--- config.mk ---
export PLATFORM = sky130hd
export DESIGN_NAME = vga_output_stage
export DESIGN_NICKNAME = d
export VERILOG_FILES = /design/src/rtl/vga_output_stage.sv
export SDC_FILE = /design/constraint.sdc
export NUM_CORES = 1
export LEC_CHECK = 0
export ABC_AREA = 1
export CAP_MARGIN = 20
export CORE_AREA = 4 4 89 91
export DETAILED_ROUTE_END_ITERATION = 10
export DIE_AREA = 0 0 93 95
export GPL_TIMING_DRIVEN = 0
export MAX_ROUTING_LAYER = met4
export PLACE_DENSITY = 0.75
export SLEW_MARGIN = 15
export SYNTH_ARGS = -nofsm -noshare
export SYNTH_HDL_FRONTEND = slang
export SYNTH_SLANG_ARGS = --single-unit
--- constraint.sdc ---
create_clock -name clk -period 2.5 [get_ports clk]
set_clock_uncertainty 0.1 [all_clocks]
set_input_delay 0.25 -clock clk [delete_from_list [all_inputs] [get_ports clk]]
set_output_delay 0.25 -clock clk [all_outputs]
set_load 0.01 [all_outputs]
--- src/rtl/vga_output_stage.sv ---
// vga_output_stage: realigns raw sync timing with pixel-source RGB, blanks and
// optionally borders the active area, sets sync polarity, registers the VGA pins
// and counts frames.
module vga_output_stage #(
    parameter int PIPE_DELAY = 2,
    parameter int H_ACTIVE   = 640,
    parameter int V_ACTIVE   = 480,
    parameter bit HSYNC_NEG  = 1'b1,
    parameter bit VSYNC_NEG  = 1'b1,
    parameter int FRAME_W    = 16
) (
    input  logic               clk,
    input  logic               reset,
    input  logic               hsync_in,
    input  logic               vsync_in,
    input  logic               display_on_in,
    input  logic [9:0]         hpos_in,
    input  logic [9:0]         vpos_in,
    input  logic [11:0]        rgb_in,
    input  logic               border_en,
    output logic               hsync,
    output logic               vsync,
    output logic [3:0]         VGA_R,
    output logic [3:0]         VGA_G,
    output logic [3:0]         VGA_B,
    output logic               frame_start,
    output logic [FRAME_W-1:0] frame_count
);

    localparam logic [9:0] H_LAST = 10'(H_ACTIVE - 1);
    localparam logic [9:0] V_LAST = 10'(V_ACTIVE - 1);

    // vld marks stages holding real input rather than reset zeros
    typedef struct packed {
        logic       vld;
        logic       hsync;
        logic       vsync;
        logic       disp;
        logic [9:0] hpos;
        logic [9:0] vpos;
    } timing_t;

    timing_t tm_in;
    timing_t d_tm;

    assign tm_in = '{vld: 1'b1, hsync: hsync_in, vsync: vsync_in,
                     disp: display_on_in, hpos: hpos_in, vpos: vpos_in};

    generate
        if (PIPE_DELAY == 0) begin : g_nodly
            assign d_tm = tm_in;
        end else begin : g_dly
            timing_t dly [PIPE_DELAY];

            // Shift timing through PIPE_DELAY stages to match pixel-source latency
            always_ff @(posedge clk) begin
                if (reset) begin
                    for (int i = 0; i < PIPE_DELAY; i++) dly[i] <= '0;
                end else begin
                    dly[0] <= tm_in;
                    for (int i = 1; i < PIPE_DELAY; i++) dly[i] <= dly[i-1];
                end
            end

            assign d_tm = dly[PIPE_DELAY-1];
        end
    endgenerate

    logic        on_border;
    logic [11:0] rgb_sel;
    logic        prev_vs;
    logic        armed;
    logic        vs_rise;

    // Colour select: blanking beats border, border beats pixel data
    always_comb begin
        on_border = (d_tm.hpos == 10'd0) || (d_tm.hpos == H_LAST) ||
                    (d_tm.vpos == 10'd0) || (d_tm.vpos == V_LAST);
        rgb_sel = rgb_in;
        if (!d_tm.disp)
            rgb_sel = 12'h000;
        else if (border_en && on_border)
            rgb_sel = 12'hFFF;
    end

    // A rise only counts once a genuine low vsync has been seen after reset,
    // so vsync held high across reset release does not fake a frame start.
    assign vs_rise = armed && d_tm.vsync && !prev_vs;

    // Pin register: sync polarity and colour
    always_ff @(posedge clk) begin
        if (reset) begin
            hsync <= HSYNC_NEG;
            vsync <= VSYNC_NEG;
            VGA_R <= '0;
            VGA_G <= '0;
            VGA_B <= '0;
        end else begin
            hsync <= d_tm.hsync ^ HSYNC_NEG;
            vsync <= d_tm.vsync ^ VSYNC_NEG;
            {VGA_R, VGA_G, VGA_B} <= rgb_sel;
        end
    end

    // Frame edge detect and counter
    always_ff @(posedge clk) begin
        if (reset) begin
            prev_vs     <= 1'b0;
            armed       <= 1'b0;
            frame_start <= 1'b0;
            frame_count <= '0;
        end else begin
            prev_vs     <= d_tm.vsync;
            armed       <= armed | (d_tm.vld & ~d_tm.vsync);
            frame_start <= vs_rise;
            frame_count <= frame_count + FRAME_W'(vs_rise);
        end
    end

endmodule

* Yosys cells after proc, flatten, opt, wreduce, memory -nomap -nowiden
Memories as Yosys holds them, arrays and structs flattened.
Cells that the tools add are included.
** Word-level totals
- RAM bits :: 48
- Memories :: 1
- Bits in registers :: 33
** Cells by class
- Eq/ne operators :: 2
- Multiplexer cells :: 6
- Bitwise logic cells :: 7
- Add/sub/neg operators :: 1
- Reduce and logical (&&, ||, !) cells :: 10
** Memories
- g_dly.dly :: depth 2, bits a word 24, read ports 2, clocked after Yosys merged registers in 0, wr ports 2, RTL line 53 : timing_t dly [PIPE_DELAY];
** Operators by type and width (number)
- 2-to-1 mux 24 bit :: 2
- zero test 10 bit :: 2
- adder 16 x 1 -> 16 bit :: 1
- 2-to-1 mux 12 bit :: 1
- == test 10 bit (second input constant) :: 1
- == test 10 x 9 -> 1 bit (second input constant) :: 1
- logical AND 1 bit :: 3
- logical OR 1 bit :: 3
- 2-to-1 mux 1 bit :: 3
- inverter 1 bit :: 3
- OR 1 bit :: 3
- OR reduction 2 bit :: 1
- AND 1 bit :: 1
- zero test 1 bit :: 1

* Logic depth before layout (Yosys ltp)
Gate-level depths: netlist of run 1.
An unclocked memory read counts as a cell.
- Word-level depth :: 7
- Depth in mapped cells :: 11
- Mapped depth without buffers :: 11

* Worst setup path after synthesis of run 1
Ideal clock, no wire load.
- Kind :: register to register
- From :: memory g_dly.dly[0][45] (netlist bit)
- To :: register frame_count[10]
- Path buffers :: 0
- Setup time :: 0.119 ns
- Arrival :: 1.456 ns
- Slack :: 0.824 ns
- Cell stages (with the launch flop) :: 10
- Cells stage by stage :: dfxtp_1 -> inv_1 -> nor3_1 -> ha_1 -> ha_1 -> nand3_2 -> nor3_2 -> nand2_1 -> o21ai_0 -> a21oi_1
** RTL lines
- from (decl) :: RTL line 53
- to (signal assigned) :: RTL line 116 : frame_count <= frame_count + FRAME_W'(vs_rise);
- to (decl) :: RTL line 27 : output logic [FRAME_W-1:0] frame_count

==> results of run 1 <==
## area by class of cell
cell class	count	area [um2]	area share (%)
Buffer	9	43.8	1.16
Timing Repair Buffer	68	681	18.0
Clock inverter	7	93.8	2.49
Tap cell	99	124	3.28
Sequential cell	81	1620	43.0
Multi-Input combinational cell	167	778	20.6
Clock buffer	9	124	3.28
Inverter	82	308	8.16
## cells in the final DEF (no fill, tap or decap), types with 3 or more instances in the layout
| cell type | instances |
|---|---|
| a21oi_1 | 23 |
| buf_1 | 3 |
| clkbuf_1 | 3 |
| clkbuf_8 | 9 |
| clkdlybuf4s50_1 | 68 |
| dfxtp_1 | 81 |
| inv_1 | 80 |
| nand2_1 | 31 |
| nand3_1 | 5 |
| nand3_2 | 3 |
| nand4_1 | 3 |
| nor2_1 | 79 |
| o21ai_0 | 5 |
## path summary, 6_finish.rpt
| check | from | end | slack [ns] | depth (start not counted) |
|---|---|---|---|---|
| max | g_dly.dly[0][45]$_SDFF_PP0_ | frame_count[10]$_SDFF_PP0_ | 0.61 | 9 |
| min reg2reg | g_dly.dly[0][46]$_SDFF_PP0_ | hsync$_SDFF_PP1_ | 0.28 | 1 |
| min | g_dly.dly[0][46]$_SDFF_PP0_ | hsync$_SDFF_PP1_ | 0.28 | 1 |
| max reg2reg | g_dly.dly[0][45]$_SDFF_PP0_ | frame_count[10]$_SDFF_PP0_ | 0.61 | 9 |
## per-layer routing
metal,GRT usage (%),share of wire (%)
met1,14.3,45
met2,20.6,45
met3,3.35,6.9
met4,7.57,2.4
met5,-,0
## synth_stat cells
cell type  instances  area (um2)
inv_2              2        7.51
inv_1             80         300
nand3_2            3        30.0
nand4_1            3        18.8
nor3_4             1        16.3
o21ai_1            1        5.00
nor3_1             2        10.0
nor4_1             1        6.26
dfxtp_1           81        1620
nand2_1           31         116
nor2_4             1        11.3
buf_6              1        11.3
ha_1               2        25.0
a21oi_1           23         115
nand2_2            2        12.5
nand3_1            5        25.0
clkbuf_1           3        11.3
buf_1              3        11.3
nor2_2             2        12.5
nor3_2             1        10.0
o21ai_0            5        25.0
nor2_1            79         297
or2_0              1        6.26
o21a_1             2        15.0
xnor2_1            1        8.76
nand4_2            1        12.5
buf_2              2        10.0
## critical path, stage by stage, from the launching register on
cell and delay, ns:
dfxtp_1 0.32, inv_1 0.07, nor3_1 0.18, ha_1 0.21, ha_1 0.21, nand3_2 0.13, nor3_2 0.23, nand2_1 0.11
o21ai_0 0.19, a21oi_1 0.06
## metrics by stage
step	worst slack [ns]	util, %	power, mW	instance area (um2)
floorplan	0.824	-	1.45	2750
global placement	0.675	49.8	1.54	3560
detailed placement	0.613	49.8	1.54	3560
CTS	0.594	52.9	2.58	3770
global route	0.378	52.9	2.65	3770
finish	0.608	52.9	2.53	3770
## where the power goes
group | total, mW | switching, mW | internal, mW
registers | 1.35 | 0.0133 | 1.33
clock network | 1.02 | 0.462 | 0.562
logic | 0.162 | 0.0703 | 0.0913
total | 2.53 | 0.545 | 1.99
## state kept, by name (all words and copies together), names as in the netlist
signal,count
VGA_B,4
g_dly.dly,48
armed,1
hsync,1
frame_count,16
prev_vs,1
vsync,1
frame_start,1
VGA_R,4
VGA_G,4
## kinds of logic (layout without fill, tap and decap cells)
kind of cell    after synthesis  after routing
flops                        81             81
fa+ha+maj                     2              2
compound gates               31             31
buf+inv                      91            175
simple gates                133            133
xor+xnor                      1              1
==> flow_summary.ini, run 1 <==
[placement]
dp_cells = 506
gp_congestion = 0.782
dp_hpwl_um = 3740
numPortBuffers = 68

[clock_tree]
h-tree-depth = 3
clkTransAtPathRegs_ns = 0.08
cts_tree = yes
clk_latency_ns = 0.34
clock-sinks = 81
post_cts_buffers = 0
clockRootBuffer = clkbuf_8
cts_made_buffers = 9
cts_resized = 0
cts_buffer_depth = 2
cts_hold_buf = 0

[timing]
worst_pin_slew_ns = 0.475
slew_headroom_pct = 68.3
fin_crit_ns = 1.89
setup_violations = 0
fin_tns_setup_ns = 0
holdWs_ns = 0.277
hold_viol = 0
fmax_ghz = 0.529
grt_setup_unrepaired = no
fin_crit_sh_pct = 75.7
drv_slew = 0

[yosys]
synthesis.area_um2 = 2750
ys_seq_area_share_pct = 58.9
synth_fa_ha_area_share_pct = 0.910
synth_xor_area_share_pct = 0.318
yosys.area_share.simple_pct = 21.2
ys_ff_latch = 81
synthCells = 339
synth_fp_nets = 379
yosysWarningCount = 0
postSynthAreaPerCell_um2 = 8.12
synth-compound-area-share_pct = 5.82
synthMuxAreaShare_pct = 0
synth_top_family_by_area = simple AND/OR/NAND/NOR gates
synth.distinct_cells = 27

[floorplanning]
dieArea_um2 = 8840
rows = 31
initial_utilization_pct = 38.6
core_area_um2 = 7140
die_h_um = 95
die-width_um = 93
pin_count = 69

[worst_setup_path]
critical_path_class = reg2reg
cp-end-kind = flop
crit_required_ns = 2.64
cp_max_fo = 4
critPathLaunchType = flop
arrival_ns = 2.03

[global_routing]
grt_usage_pct = 12.8
grt_pass1_vias = 2067
grt_antenna_before_repair = 0
grt_max_degree = 15
grt_overflow = 0
grt_pass1_wl_um = 8680

[final_layout]
n_antenna_cell = 0
nNetsFinal = 458
syn_to_final_growth_pct = 37.2
drive_above_1_share_pct = 7.57
finalNonFillerCells = 522
nFillCells = 685

[drt]
postRouteAntennaNets = 0
initialDrtViolationCount = 29
detail_route.wl_per_cell_um = 9.40
drt-pass1-iter-count = 4
drc_errors = 0
num_vias = 2135
wirelength_um = 4910
viasPerCell = 4.09

[power_and_ir_drop]
p_per_area_nw_per_um2 = 671
vdd_drop_max_mv = 0.409
p_leak_nw = 1.68

[hold_path]
min_path_type = reg2reg

[status]
status = completed

[job]
maxCapViolCount = 0
(Power assumes the default switching activity.)
==> inputs of run 2 (changes only) <==
- clock period: 2.5 -> 1.8 ns (I/O delays scaled with it)
==> flow_summary.ini, run 2 (same netlist as run 1, synthesis figures left out) <==
[floorplanning]
rows = 31
initial_utilization_pct = 38.6
dieArea_um2 = 8840
die_h_um = 95
core_area_um2 = 7140
pin_count = 69
die-width_um = 93

[power_and_ir_drop]
p_leak_nw = 1.71
p_per_area_nw_per_um2 = 908
vdd_drop_max_mv = 0.568
total_power_mw = 3.52

[drt]
viasPerCell = 4.10
detail_route.wl_per_cell_um = 9.67
postRouteAntennaNets = 0
drt-pass1-iter-count = 4
drc_errors = 0
initialDrtViolationCount = 32
wirelength_um = 5100
num_vias = 2161

[global_routing]
grt_pass1_vias = 2101
grt_overflow = 0
grt_usage_pct = 13.0
grt_pass1_wl_um = 8830
grt_antenna_before_repair = 0
grt_max_degree = 15

[timing]
grt_setup_unrepaired = yes
worst_pin_slew_ns = 0.476
holdWs_ns = 0.246
drv_slew = 0
fmax_ghz = 0.574
hold_viol = 0
fin_tns_setup_ns = 0
layout_setup_ws_ns = 0.0584
fin_crit_sh_pct = 96.8
setup_violations = 0
slew_headroom_pct = 68.3
fin_crit_ns = 1.74

[final_layout]
n_antenna_cell = 0
reg_top3 = g_dly.dly (48), frame_count (16)
drive_above_1_share_pct = 11.0
finalNonFillerCells = 527
final_cell_mix = 79 x dfxtp_1, 79 x nor2_1, 77 x inv_1
largest_reg_flops = 48
regMostFlops = g_dly.dly
nNetsFinal = 463
syn_to_final_growth_pct = 40.8
fin_area_um2 = 3870
finish.utilization_pct = 54.3

[hold_path]
min_path_type = in2reg

[clock_tree]
cts_tree = yes
clock-sinks = 81
cts_hold_buf = 0
cts_buffer_depth = 2
cts_made_buffers = 9
clockRootBuffer = clkbuf_8
clk_latency_ns = 0.34
clkTransAtPathRegs_ns = 0.08
h-tree-depth = 3

[status]
status = completed

[worst_setup_path]
crit_family = simple AND/OR/NAND/NOR gates
critPathLaunchType = flop
crit_chain = inv_2 -> nor3_2 -> ha_2 -> ha_4 -> nand3_4 -> nor3_4 -> buf_6 -> nand3_2 -> nand2_1 -> a21oi_1
cp-end-kind = flop
crit_required_ns = 1.93
cp_slowest_cell = dfxtp_2
cp_max_fo = 3
critical_path_class = reg2reg
critPathMaxStageDelay_ns = 0.33
path_buf_inv = 2
arrival_ns = 1.87

[placement]
dp_slack_ns = -0.0874
gp_congestion = 0.782
dp_cells = 506
dp_hpwl_um = 3740
numPortBuffers = 68
dpl_cell_area_um2 = 3560

[job]
maxCapViolCount = 0
run 2: worst paths after layout:
check | from | endpoint | slack, ns | depth (start not counted)
worst max-delay path | armed$_SDFF_PP0_ | frame_count[14]$_SDFF_PP0_ | 0.06 | 10
worst min-delay path | vpos_in[8] | g_dly.dly[0][8]$_SDFF_PP0_ | 0.25 | 3
worst max register to register | armed$_SDFF_PP0_ | frame_count[14]$_SDFF_PP0_ | 0.06 | 10
worst min register to register | g_dly.dly[0][46]$_SDFF_PP0_ | hsync$_SDFF_PP1_ | 0.28 | 1
run 2: timing repair:
item,CTS,global route
endpoints found under the setup margin,3,9
pin swaps,2,6
gates resized for setup,6,12
buffers inserted,1,4
run 2: final cells by class:
cell class	count	area [um2]
inverter	82	310
timing repair buffer	73	722
sequential	81	1620
tap	99	124
clock buffer	9	124
clock inverter	7	93.8
buffer	9	43.8
multi-input combinational	167	833
fill	672	3260
run 2: worst reg2reg max path, cell delays in order, from the launching register on:
cell and delay, ns:
dfxtp_2 0.33, inv_2 0.04, nor3_2 0.17, ha_2 0.27, ha_4 0.16, nand3_4 0.10, nor3_4 0.16, buf_6 0.13
nand3_2 0.04, nand2_1 0.08, a21oi_1 0.06
run 2: layer usage:
metal | up-vias | global-route usage [%] | wire (um)
met2 | 66 | 21.3 | 2360
met1 | 925 | 14.3 | 2250
met4 | 0 | 7.57 | 159
li1 | 1158 | - | -
met5 | - | - | 0
met3 | 12 | 3.35 | 332
run 2: power by group:
part	internal (mW)	leakage [nW]	switching, mW
combinational	0.128	0.941	0.0988
clock	0.780	0.106	0.642
sequential	1.85	0.665	0.0192
total	2.76	1.71	0.760
